===== config.mk =====
export PLATFORM = sky130hd
export DESIGN_NAME = svm_traffic_gen
export DESIGN_NICKNAME = d
export VERILOG_FILES = /design/src/rtl/svm_pkg.sv /design/src/rtl/svm_lfsr32.sv /design/src/rtl/svm_traffic_gen.sv
export SDC_FILE = /design/constraint.sdc
export NUM_CORES = 1
export LEC_CHECK = 0
export ABC_AREA = 1
export BUFFER_PORTS_ARGS = -buffer_cell sky130_fd_sc_hd__buf_2
export CORE_AREA = 5 5 290 292
export DETAILED_ROUTE_END_ITERATION = 7
export DIE_AREA = 0 0 295 297
export PLACE_DENSITY_LB_ADDON = 0.3
export SYNTH_ARGS = -nofsm -noshare
export SYNTH_HDL_FRONTEND = slang
export SYNTH_SLANG_ARGS = --single-unit
export TNS_END_PERCENT = 100

===== constraint.sdc =====
create_clock -name clk -period 8.9 [get_ports clk]
set_input_delay 2.225 -clock clk [delete_from_list [all_inputs] [get_ports clk]]
set_output_delay 2.225 -clock clk [all_outputs]
set_load 0.03 [all_outputs]

===== src/rtl/svm_pkg.sv =====
// Shared types and constants for the SVM scheduler traffic generator.
// Mask constants are 32 bits wide and get zero-extended to the dependency width.
package svm_pkg;

  typedef enum logic [1:0] {
    MODE_PERIODIC_WAW = 2'd0,
    MODE_DISJOINT     = 2'd1,
    MODE_LFSR_RANDOM  = 2'd2,
    MODE_ALL_WAW      = 2'd3
  } mode_e;

  typedef enum logic [1:0] {
    ST_IDLE  = 2'd0,
    ST_SEND  = 2'd1,
    ST_DRAIN = 2'd2,
    ST_DONE  = 2'd3
  } state_e;

  localparam logic [31:0] WAW_WRITE_MASK = 32'h0000_00ff;
  localparam logic [31:0] READ_MASK      = 32'h0000_ff00;
  localparam logic [31:0] WRITE_MASK     = 32'hff00_0000;

  // Galois taps for x^32 + x^22 + x^2 + x + 1 (right-shifting form).
  localparam logic [31:0] LFSR_TAPS = 32'h8020_0003;
  localparam logic [31:0] LFSR_INIT = 32'h0000_0001;
  localparam logic [31:0] CNT_MAX   = 32'hffff_ffff;

  function automatic logic [31:0] sat_add(input logic [31:0] a, input logic [31:0] b);
    logic [32:0] sum;
    sum = {1'b0, a} + {1'b0, b};
    return sum[32] ? CNT_MAX : sum[31:0];
  endfunction

endpackage


===== src/rtl/svm_lfsr32.sv =====
// 32-bit Galois LFSR with seed load and single-step control.
// A zero seed would lock the register, so it is replaced by LFSR_INIT.
module svm_lfsr32
  import svm_pkg::*;
(
  input  logic        clk,
  input  logic        rst,
  input  logic        load,
  input  logic [31:0] seed,
  input  logic        step,
  output logic [15:0] low_bits
);

  logic [31:0] lfsr_q;

  // NOTE: sequential state uses non-blocking assignments so every flop samples pre-edge values.
  always_ff @(posedge clk) begin
    if (rst) begin
      lfsr_q <= LFSR_INIT;
    end else if (load) begin
      lfsr_q <= (seed == '0) ? LFSR_INIT : seed;
    end else if (step) begin
      lfsr_q <= {1'b0, lfsr_q[31:1]} ^ (lfsr_q[0] ? LFSR_TAPS : 32'd0);
    end
  end

  assign low_bits = lfsr_q[15:0];

endmodule


===== src/rtl/svm_traffic_gen.sv =====
// Traffic generator that feeds dependency-tagged transactions into the SVM scheduler
// and sinks its per-channel completions, with run/drain/stall bookkeeping.
module svm_traffic_gen
  import svm_pkg::*;
#(
  parameter int NUM_PARALLEL_INSTANCES = 4,
  parameter int MAX_DEPENDENCIES       = 256,
  parameter int CONFLICT_PERIOD        = 5,
  parameter int STALL_LIMIT            = 500
) (
  input  logic                              clk,
  input  logic                              rst,
  input  logic                              start,
  input  logic [31:0]                       num_txn,
  input  logic [1:0]                        mode,
  input  logic [31:0]                       seed,
  input  logic [NUM_PARALLEL_INSTANCES-1:0] ready_mask,
  output logic                              m_axis_tvalid,
  input  logic                              m_axis_tready,
  output logic [63:0]                       m_axis_tdata_owner_programID,
  output logic [MAX_DEPENDENCIES-1:0]       m_axis_tdata_read_dependencies,
  output logic [MAX_DEPENDENCIES-1:0]       m_axis_tdata_write_dependencies,
  input  logic [NUM_PARALLEL_INSTANCES-1:0] s_axis_tvalid,
  output logic [NUM_PARALLEL_INSTANCES-1:0] s_axis_tready,
  output logic                              busy,
  output logic                              done,
  output logic                              stalled,
  output logic [31:0]                       submitted_count,
  output logic [31:0]                       completed_count,
  output logic [31:0]                       cycle_count
);

  localparam int DW = MAX_DEPENDENCIES;
  localparam logic [DW-1:0] ONE = DW'(1);

  state_e      state, state_next;
  mode_e       mode_q;
  logic [31:0] num_txn_q;
  logic [31:0] phase;
  logic [31:0] stall_cnt;
  logic [31:0] completions;
  logic [15:0] lfsr_bits;
  logic        start_ok, beat, last_beat, drained, stall_hit;

  assign start_ok      = start && (state == ST_IDLE || state == ST_DONE);
  assign busy          = (state == ST_SEND) || (state == ST_DRAIN);
  assign done          = (state == ST_DONE);
  assign m_axis_tvalid = (state == ST_SEND);
  assign s_axis_tready = busy ? ready_mask : '0;
  assign beat          = m_axis_tvalid && m_axis_tready;
  assign last_beat     = beat && (sat_add(submitted_count, 32'd1) >= num_txn_q);
  assign drained       = completed_count >= submitted_count;
  assign stall_hit     = (completions == '0) && (stall_cnt == 32'(STALL_LIMIT - 1));

  svm_lfsr32 u_lfsr (
    .clk      (clk),
    .rst      (rst),
    .load     (start_ok),
    .seed     (seed),
    .step     (beat),
    .low_bits (lfsr_bits)
  );

  // NOTE: every variable written in always_comb gets a default first, so no latch is inferred.
  always_comb begin
    completions = '0;
    for (int i = 0; i < NUM_PARALLEL_INSTANCES; i++) begin
      completions = completions + 32'(s_axis_tvalid[i] & s_axis_tready[i]);
    end
  end

  always_ff @(posedge clk) begin
    if (rst) state <= ST_IDLE;
    else     state <= state_next;
  end

  always_comb begin
    state_next = state;
    case (state)
      ST_IDLE, ST_DONE: if (start_ok) state_next = (num_txn == '0) ? ST_DRAIN : ST_SEND;
      ST_SEND:          if (last_beat) state_next = ST_DRAIN;
      ST_DRAIN:         if (drained || stall_hit) state_next = ST_DONE;
      default:          state_next = ST_IDLE;
    endcase
  end

  // Payload is a pure function of registered index/phase/LFSR, so it holds while tready is low.
  always_comb begin
    m_axis_tdata_owner_programID    = '0;
    m_axis_tdata_read_dependencies  = '0;
    m_axis_tdata_write_dependencies = '0;
    if (state == ST_SEND) begin
      m_axis_tdata_owner_programID = {32'd0, submitted_count};
      case (mode_q)
        MODE_PERIODIC_WAW: begin
          if (phase == '0) begin
            m_axis_tdata_write_dependencies = DW'(WAW_WRITE_MASK);
          end else begin
            m_axis_tdata_read_dependencies  = DW'(READ_MASK);
            m_axis_tdata_write_dependencies = DW'(WRITE_MASK);
          end
        end
        MODE_DISJOINT:
          m_axis_tdata_write_dependencies = ONE << (submitted_count % 32'(DW));
        MODE_LFSR_RANDOM: begin
          m_axis_tdata_read_dependencies  = ONE << ({24'd0, lfsr_bits[15:8]} % 32'(DW));
          m_axis_tdata_write_dependencies = ONE << ({24'd0, lfsr_bits[7:0]} % 32'(DW));
        end
        default:
          m_axis_tdata_write_dependencies = DW'(WAW_WRITE_MASK);
      endcase
    end
  end

  always_ff @(posedge clk) begin
    if (rst) begin
      mode_q          <= MODE_PERIODIC_WAW;
      num_txn_q       <= '0;
      phase           <= '0;
      stall_cnt       <= '0;
      stalled         <= 1'b0;
      submitted_count <= '0;
      completed_count <= '0;
      cycle_count     <= '0;
    end else if (start_ok) begin
      mode_q          <= mode_e'(mode);
      num_txn_q       <= num_txn;
      phase           <= '0;
      stall_cnt       <= '0;
      stalled         <= 1'b0;
      submitted_count <= '0;
      completed_count <= '0;
      cycle_count     <= '0;
    end else begin
      if (busy) begin
        cycle_count     <= sat_add(cycle_count, 32'd1);
        completed_count <= sat_add(completed_count, completions);
      end
      if (beat) begin
        submitted_count <= sat_add(submitted_count, 32'd1);
        phase           <= (phase == 32'(CONFLICT_PERIOD - 1)) ? '0 : phase + 32'd1;
      end
      // Stall window only counts consecutive completion-free DRAIN cycles.
      if (state == ST_DRAIN) begin
        stall_cnt <= (completions != '0) ? '0 : stall_cnt + 32'd1;
        if (!drained && stall_hit) stalled <= 1'b1;
      end else begin
        stall_cnt <= '0;
      end
    end
  end

endmodule


==> results of run 1 <==
## logic make-up (layout without fill, tap and decap cells)
kind of cell,count (synthesis),after routing
adders and majority gates,82,82
and+or+nand+nor,1773,1773
AOI/OAI and AO/OA,411,411
xor gates and xnor gates,52,52
DFF,229,229
other,1,35
buffers and inverters,558,1136
## power groups by stage
stage	clock (uW)	sequential (uW)	combinational (uW)
3_3_place_gp	0	1340	2000
4_1_cts	1430	1320	2020
5_1_grt	1480	1340	2230
6_report	1400	1320	2030
3_5_place_dp	0	1340	2010
2_1_floorplan	0	1310	1390
## cell type report
type	instances	area [sq um]
Clock buffer	41	893
Sequential cell	229	4590
Fill cell	9266	57200
Antenna cell	3	7.51
Timing Repair Buffer	756	3860
Inverter	324	1220
Multi-Input combinational cell	2350	12000
Clock inverter	15	262
Tap cell	1070	1340
## worst reg2reg max path, cell delays in order, from the launching register on
cell and delay [ns]:
sky130_fd_sc_hd__dfxtp_1 0.38, sky130_fd_sc_hd__inv_1 0.06, sky130_fd_sc_hd__ha_1 0.42, sky130_fd_sc_hd__nor2_1 0.18
sky130_fd_sc_hd__nand2_1 0.10, sky130_fd_sc_hd__fa_1 0.54, sky130_fd_sc_hd__inv_1 0.05, sky130_fd_sc_hd__ha_1 0.19
sky130_fd_sc_hd__ha_1 0.32, sky130_fd_sc_hd__inv_1 0.07, sky130_fd_sc_hd__fa_1 0.38, sky130_fd_sc_hd__inv_1 0.07
sky130_fd_sc_hd__nand2_1 0.06, sky130_fd_sc_hd__nand2_1 0.07, sky130_fd_sc_hd__nand2_1 0.09, sky130_fd_sc_hd__nor3_1 0.41
sky130_fd_sc_hd__and2_1 0.26, sky130_fd_sc_hd__nand3_1 0.59, sky130_fd_sc_hd__nand2_1 0.21, sky130_fd_sc_hd__o21bai_1 0.12
sky130_fd_sc_hd__nand2_1 0.06, sky130_fd_sc_hd__inv_1 0.05
## through the flow
stage	hold slack, ns	cell area (sq um)	util	total power, uW	std cells
2_1_floorplan	0.417	18800	-	2710	3137
3_3_place_gp	0.432	23000	0.283	3340	4729
3_5_place_dp	0.441	23000	0.283	3350	4729
4_1_cts	0.451	24100	0.297	4770	4785
5_1_grt	0.459	24100	0.297	5050	4785
6_report	0.449	24100	0.297	4750	4788
## cell usage after synthesis (all sizes together) (3+ instances only)
library cell | n | area share
nor2 | 725 | 0.15
nand2 | 453 | 0.092
inv | 321 | 0.065
nand4 | 269 | 0.090
dfxtp | 229 | 0.25
a21oi | 170 | 0.046
o21ai | 160 | 0.044
nand3 | 139 | 0.041
clkbuf | 133 | 0.027
buf | 101 | 0.030
nor3 | 98 | 0.029
ha | 80 | 0.054
a31oi | 52 | 0.017
nor4 | 49 | 0.016
xor2 | 36 | 0.017
or2 | 22 | 0.0074
xnor2 | 16 | 0.0075
a211oi | 11 | 0.0044
nor3b | 8 | 0.0032
o21a | 5 | 0.0020
and3 | 4 | 0.0013
nand3b | 4 | 0.0016
a21o | 3 | 0.0012
clkinv | 3 | 0.00060
## state kept, by name, indices dropped and copies added (netlist names)
register and flops:
completed_count 32, cycle_count 32, num_txn_q 32, phase 32, stall_cnt 32, submitted_count 32, u_lfsr.lfsr_q 32, mode_q 2
state 2, stalled 1
## path summary, 6_finish.rpt
| kind | endpoint | depth (start not counted) | slack [ns] |
|---|---|---|---|
| setup reg to reg | completed_count[18]$_SDFFE_PP0N_ | 21 | 4.17 |
| hold / removal | stall_cnt[0]$_SDFF_PP0_ | 1 | 0.45 |
| hold reg to reg | stall_cnt[0]$_SDFF_PP0_ | 1 | 0.45 |
| setup / recovery | m_axis_tdata_write_dependencies[4] | 11 | 2.06 |
## per-layer routing
layer / track usage / wire [um]
met5: 0 / 68
met4: 0.0950 / 5350
met3: 0.0402 / 7630
met2: 0.385 / 49900
met1: 0.265 / 40900
==> out/results.ini, run 1 <==
[detailed_routing]
wire_per_inst_um = 21.7
vias = 23700
drcViolationCount = 0
firstDrtPassIters = 8
antenna_violating_nets_post_route = 0
viasPerCell = 4.95
drt_iter0_markers = 1977
drt_total_wl_mm = 104

[timing]
max_slew_margin_vs_limit = 0.186
final-hold-violation-count = 0
period_needed_ns = 6.84
final_report_max_slew_violation_count = 0
achievable-frequency_mhz = 146
setup-tns-final_ns = 0
largest_clock_skew_in_the_final_design_ns = 0.0210
rsz0062_at_grt = no
worst_slew_pin_slew_ns = 1.22
final.period_utilization = 0.768
setup_viol = 0
timing.final.ws_setup_ns = 2.06

[yosys]
yosys_warnings = 0
synth-adder-area-share = 0.0559
synthDistinctLibCells = 50
syn_area_sq_mm = 0.0186
async_reset_ff_frac = 0
synthFlopType = sky130_fd_sc_hd__dfxtp_1
synth.area.mux_share = 0
yosys.area_share.xor_xnor = 0.0244
synth_compound_gate_area_share = 0.120
fraction_of_the_mapped_netlist_area_in_simple_logic_gates = 0.432
synth_top_family_by_area = simple AND/OR/NAND/NOR gates
synth.yosys.seq_area_share = 0.246
cell_count_after_synthesis = 3106
syn_area_per_cell_sq_um = 6.00
synth_edf_count = 0
postSynthRegisterBits = 229

[die]
dieWidth_um = 295
die_h_um = 297
design.core.area_sq_mm = 0.0813
initial_core_util = 0.229
placementRows = 105
die-area_sq_mm = 0.0876
ioPinCount = 758

[global_route]
grt_max_degree = 121
antenna_found_initial = 9
global_route_wire_length_before_repair_mm = 148
first_global_vias = 21400
total_global_routing_track_utilization = 0.221
grt_overflow = 0

[placed_design]
place_hpwl_mm = 82.7
portBuffers = 725
gp_routability_congestion = 0.941
placement.setup.worst_slack_ns = 2.57

[setup_path]
crit_chain = inv_1 -> ha_1 -> inv_2 -> or2_2 -> o21ai_4 -> buf_4 -> inv_2 -> nor2_1 -> nand3_1 -> a21oi_1 -> buf_2
timing_worst_setup_path_type = reg2out
timing.critical_path.buf_inv = 5
cpMostUsedCell = sky130_fd_sc_hd__inv_2
worst_path_max_delay_cell = sky130_fd_sc_hd__ha_1
critical_path_required_ns = 6.68
r2r-start = state[0]$_SDFFE_PP0P_
path_max_fanout = 63
type_of_element_capturing_the_critical_path = output port
cpPeakStageDelay_ns = 0.61
path_delay_family = buffers and inverters
cp.arrival_ns = 4.61
worstSetupStartpoint = mode_q[0]$_SDFFE_PP0P_
startpoint_type = flip-flop

[final_layout]
post_route_cells_drive_above_1_share = 0.243
mostFrequentLayoutCells = sky130_fd_sc_hd__buf_2 (725), sky130_fd_sc_hd__nor2_1 (709), sky130_fd_sc_hd__nand2_1 (445), sky130_fd_sc_hd__inv_1 (309), sky130_fd_sc_hd__nand4_1 (269)
syn2layout_area_growth_pct = 29.6
final_common_cell = sky130_fd_sc_hd__buf_2
design.final.nets = 3851

[clock_tree]
number_of_setup_buffers_added_after_cts = 0
cts.clk_slew.worst_paths_ns = 0.06
cts-htree-levels = 1
clkLatencyLatePin_ns = 0.58
postCtsResizedCells = 0
ctsLongestPathBuffers = 3
cts_sinks = 229
hold_fix_buffers_at_cts = 0
tritoncts = built
cts_inserted_buffers = 30
clock_tree.root_cell = sky130_fd_sc_hd__clkbuf_16

[pwr]
netSwitchingPower_uw = 2250
power.sequential.fraction = 0.277
largest_vdd_supply_drop_mv = 0.170
power_report.internal_total_uw = 2500
pwr_density_cell_mw_per_mm2 = 197
comb_power_share = 0.428
p_sw_frac = 0.473
pwr-share-clk = 0.295
power_leakage_uw = 0.0109

[hold_path]
min-delay-path-class = reg2reg
worstHoldStart = stall_cnt[0]$_SDFF_PP0_

[flow_run]
drv_cap = 0

[outcome]
outcome = finished, final reports clean

(Power assumes the default switching activity.)
==> run 2, diff against run 1 <==
Settings changed: ABC_AREA 1 to 0, CORE_AREA 5 5 290 292 to 5 5 293 295, DIE_AREA 0 0 295 297 to 0 0 298 300.
Clock period 8.9 ns to 6.9 ns, I/O delays scaled along.
==> out/results.ini, run 2 <==
[placed_design]
place_hpwl_mm = 70.5
placement.setup.worst_slack_ns = 1.24
portBuffers = 725
gp_routability_congestion = 0.869

[hold_path]
min-delay-path-class = reg2reg

[yosys]
synth.yosys.seq_area_share = 0.288
synth_edf_count = 0
async_reset_ff_frac = 0
cell_count_after_synthesis = 2415
synthFlopType = sky130_fd_sc_hd__dfxtp_1
netlist.top_cell.by_area = sky130_fd_sc_hd__dfxtp_1
yosys_warnings = 0
leading_cell_types_by_total_area_after_synthesis = sky130_fd_sc_hd__dfxtp_1 (29%), sky130_fd_sc_hd__nor2_1 (16%), sky130_fd_sc_hd__nand2_1 (7.9%)
post_synth_most_frequent_cells = sky130_fd_sc_hd__nor2_1 (699), sky130_fd_sc_hd__nand2_1 (334), sky130_fd_sc_hd__dfxtp_1 (229), sky130_fd_sc_hd__a21oi_1 (154), sky130_fd_sc_hd__clkbuf_1 (131)
post-synth-top-area-fraction = 0.288
syn_area_per_cell_sq_um = 6.59
synthMostInstantiatedCell = sky130_fd_sc_hd__nor2_1
syn_area_sq_mm = 0.0159
synthDistinctLibCells = 62
postSynthRegisterBits = 229

[clock_tree]
cts.clk_slew.worst_paths_ns = 0.06
number_of_setup_buffers_added_after_cts = 0
cts_sinks = 229
cts_inserted_buffers = 28
ctsLongestPathBuffers = 3
cts-htree-levels = 1
tritoncts = built
hold_fix_buffers_at_cts = 0
clock_tree.root_cell = sky130_fd_sc_hd__clkbuf_16
clkLatencyLatePin_ns = 0.60
postCtsResizedCells = 0

[setup_path]
path_max_fanout = 34
reg2reg_slack_ns = 1.72
cpMostUsedCell = sky130_fd_sc_hd__o21ai_0
timing.critical_path.buf_inv = 3
timing_worst_setup_path_type = reg2out
path_delay_family = compound AO/OA/AOI/OAI gates
cpPeakStageDelay_ns = 1.09
cp.arrival_ns = 4.40
critical_path_required_ns = 5.18
type_of_element_capturing_the_critical_path = output port
crit_chain = inv_1 -> ha_1 -> buf_4 -> o21ai_0 -> nand2_1 -> o21ai_0 -> buf_2
startpoint_type = flip-flop
worst_path_max_delay_cell = sky130_fd_sc_hd__o21ai_0

[timing]
timing.final.ws_setup_ns = 0.775
achievable-frequency_mhz = 163
setup-tns-final_ns = 0
period_needed_ns = 6.12
largest_clock_skew_in_the_final_design_ns = 0.0516
setup_viol = 0
rsz0062_at_grt = no
final_report_max_slew_violation_count = 0
worst_slew_pin_slew_ns = 1.18
final-hold-violation-count = 0
max_slew_margin_vs_limit = 0.210
final.period_utilization = 0.888

[die]
die-area_sq_mm = 0.0894
die_h_um = 300
placementRows = 106
ioPinCount = 758
design.core.area_sq_mm = 0.0829
initial_core_util = 0.192
dieWidth_um = 298

[flow_run]
drv_cap = 0

[final_layout]
layout.filler_cells = 9388
register_area_sq_mm = 0.00458
final_core_utilization = 0.259
mostFrequentLayoutCells = sky130_fd_sc_hd__buf_2 (725), sky130_fd_sc_hd__nor2_1 (699), sky130_fd_sc_hd__nand2_1 (332), sky130_fd_sc_hd__dfxtp_1 (229), sky130_fd_sc_hd__a21oi_1 (154)
post_route_cells_drive_above_1_share = 0.265
area_occupied_by_multi_input_gates_sq_mm = 0.0103
design.final.nets = 3202
final_common_cell = sky130_fd_sc_hd__buf_2
syn2layout_area_growth_pct = 34.7

[detailed_routing]
drt_total_wl_mm = 88.0
firstDrtPassIters = 5
viasPerCell = 4.66
vias = 19300
antenna_violating_nets_post_route = 0
drcViolationCount = 0
drt_iter0_markers = 1975
wire_per_inst_um = 21.2

[pwr]
totalPowerFinal_uw = 4620
power_leakage_uw = 0.00950
largest_vdd_supply_drop_mv = 0.198
pwr_density_cell_mw_per_mm2 = 216

[global_route]
total_global_routing_track_utilization = 0.181
grt_max_degree = 97
global_route_wire_length_before_repair_mm = 125
grt_overflow = 0
first_global_vias = 18100
antenna_found_initial = 1

[outcome]
outcome = finished, final reports clean

==> run 2: logic make-up (layout without fill, tap and decap cells) <==
logic type	after synthesis	count (layout)	share of synthesized area
AO/OA/AOI/OAI	324	324	0.126
other	1	34	0.000236
XOR/XNOR	128	128	0.0704
multiplexers	6	6	0.00393
adder cells (fa/ha/maj)	82	82	0.0654
AND/OR/NAND/NOR	1374	1374	0.373
buffers and inverters	271	889	0.0729
flip-flops	229	229	0.288
==> run 2: layout make-up <==
| type | instances | area share |
|---|---|---|
| multi-input combinational | 1946 | 0.482 |
| sequential | 229 | 0.214 |
| timing repair buffer | 745 | 0.176 |
| tap | 1080 | 0.0631 |
| clock buffer | 40 | 0.0385 |
| inverter | 92 | 0.0161 |
| clock inverter | 12 | 0.0100 |
| antenna | 2 | 0.000234 |
==> run 2: path summary, 6_finish.rpt <==
check / from / endpoint / depth (start not counted)
min reg2reg: num_txn_q[15]$_SDFFE_PP0P_ / num_txn_q[15]$_SDFFE_PP0P_ / 2
max: mode_q[0]$_SDFFE_PP0P_ / m_axis_tdata_write_dependencies[31] / 7
max reg2reg: submitted_count[1]$_SDFFE_PP0P_ / state[1]$_SDFFE_PP0P_ / 16
min: num_txn_q[15]$_SDFFE_PP0P_ / num_txn_q[15]$_SDFFE_PP0P_ / 2
==> run 2: per-stage QoR <==
stage                     cell area (sq um)  hold WS [ns]  std cells
after global placement                20400         0.444       4092
final                                 21400         0.456       4146
after global routing                  21400         0.478       4144
after floorplan                       16000         0.426       2446
after CTS                             21400         0.459       4144
after detailed placement              20400         0.450       4092
==> run 2: worst min-delay path: cells and delay by family, from the launching register on <==
kind | cells | cell delay [ns]
AOI/OAI and AO/OA | 1 | 0.05
DFF | 1 | 0.31
and+or+nand+nor | 1 | 0.05
==> run 2: power by group <==
group	switching (uW)	total, uW	leakage (uW)	internal, uW
Sequential	164	1610	0.00186	1440
Combinational	1010	1360	0.00714	347
Clock	640	1660	0.000505	1020
Total	1810	4620	0.00950	2810
==> run 2: layer usage <==
layer,vias up,wire length [um],track usage
met5,-,0,0
met3,126,7180,0.0452
met2,878,43100,0.322
met4,0,2630,0.0517
met1,9093,35200,0.218
li1,9234,-,-
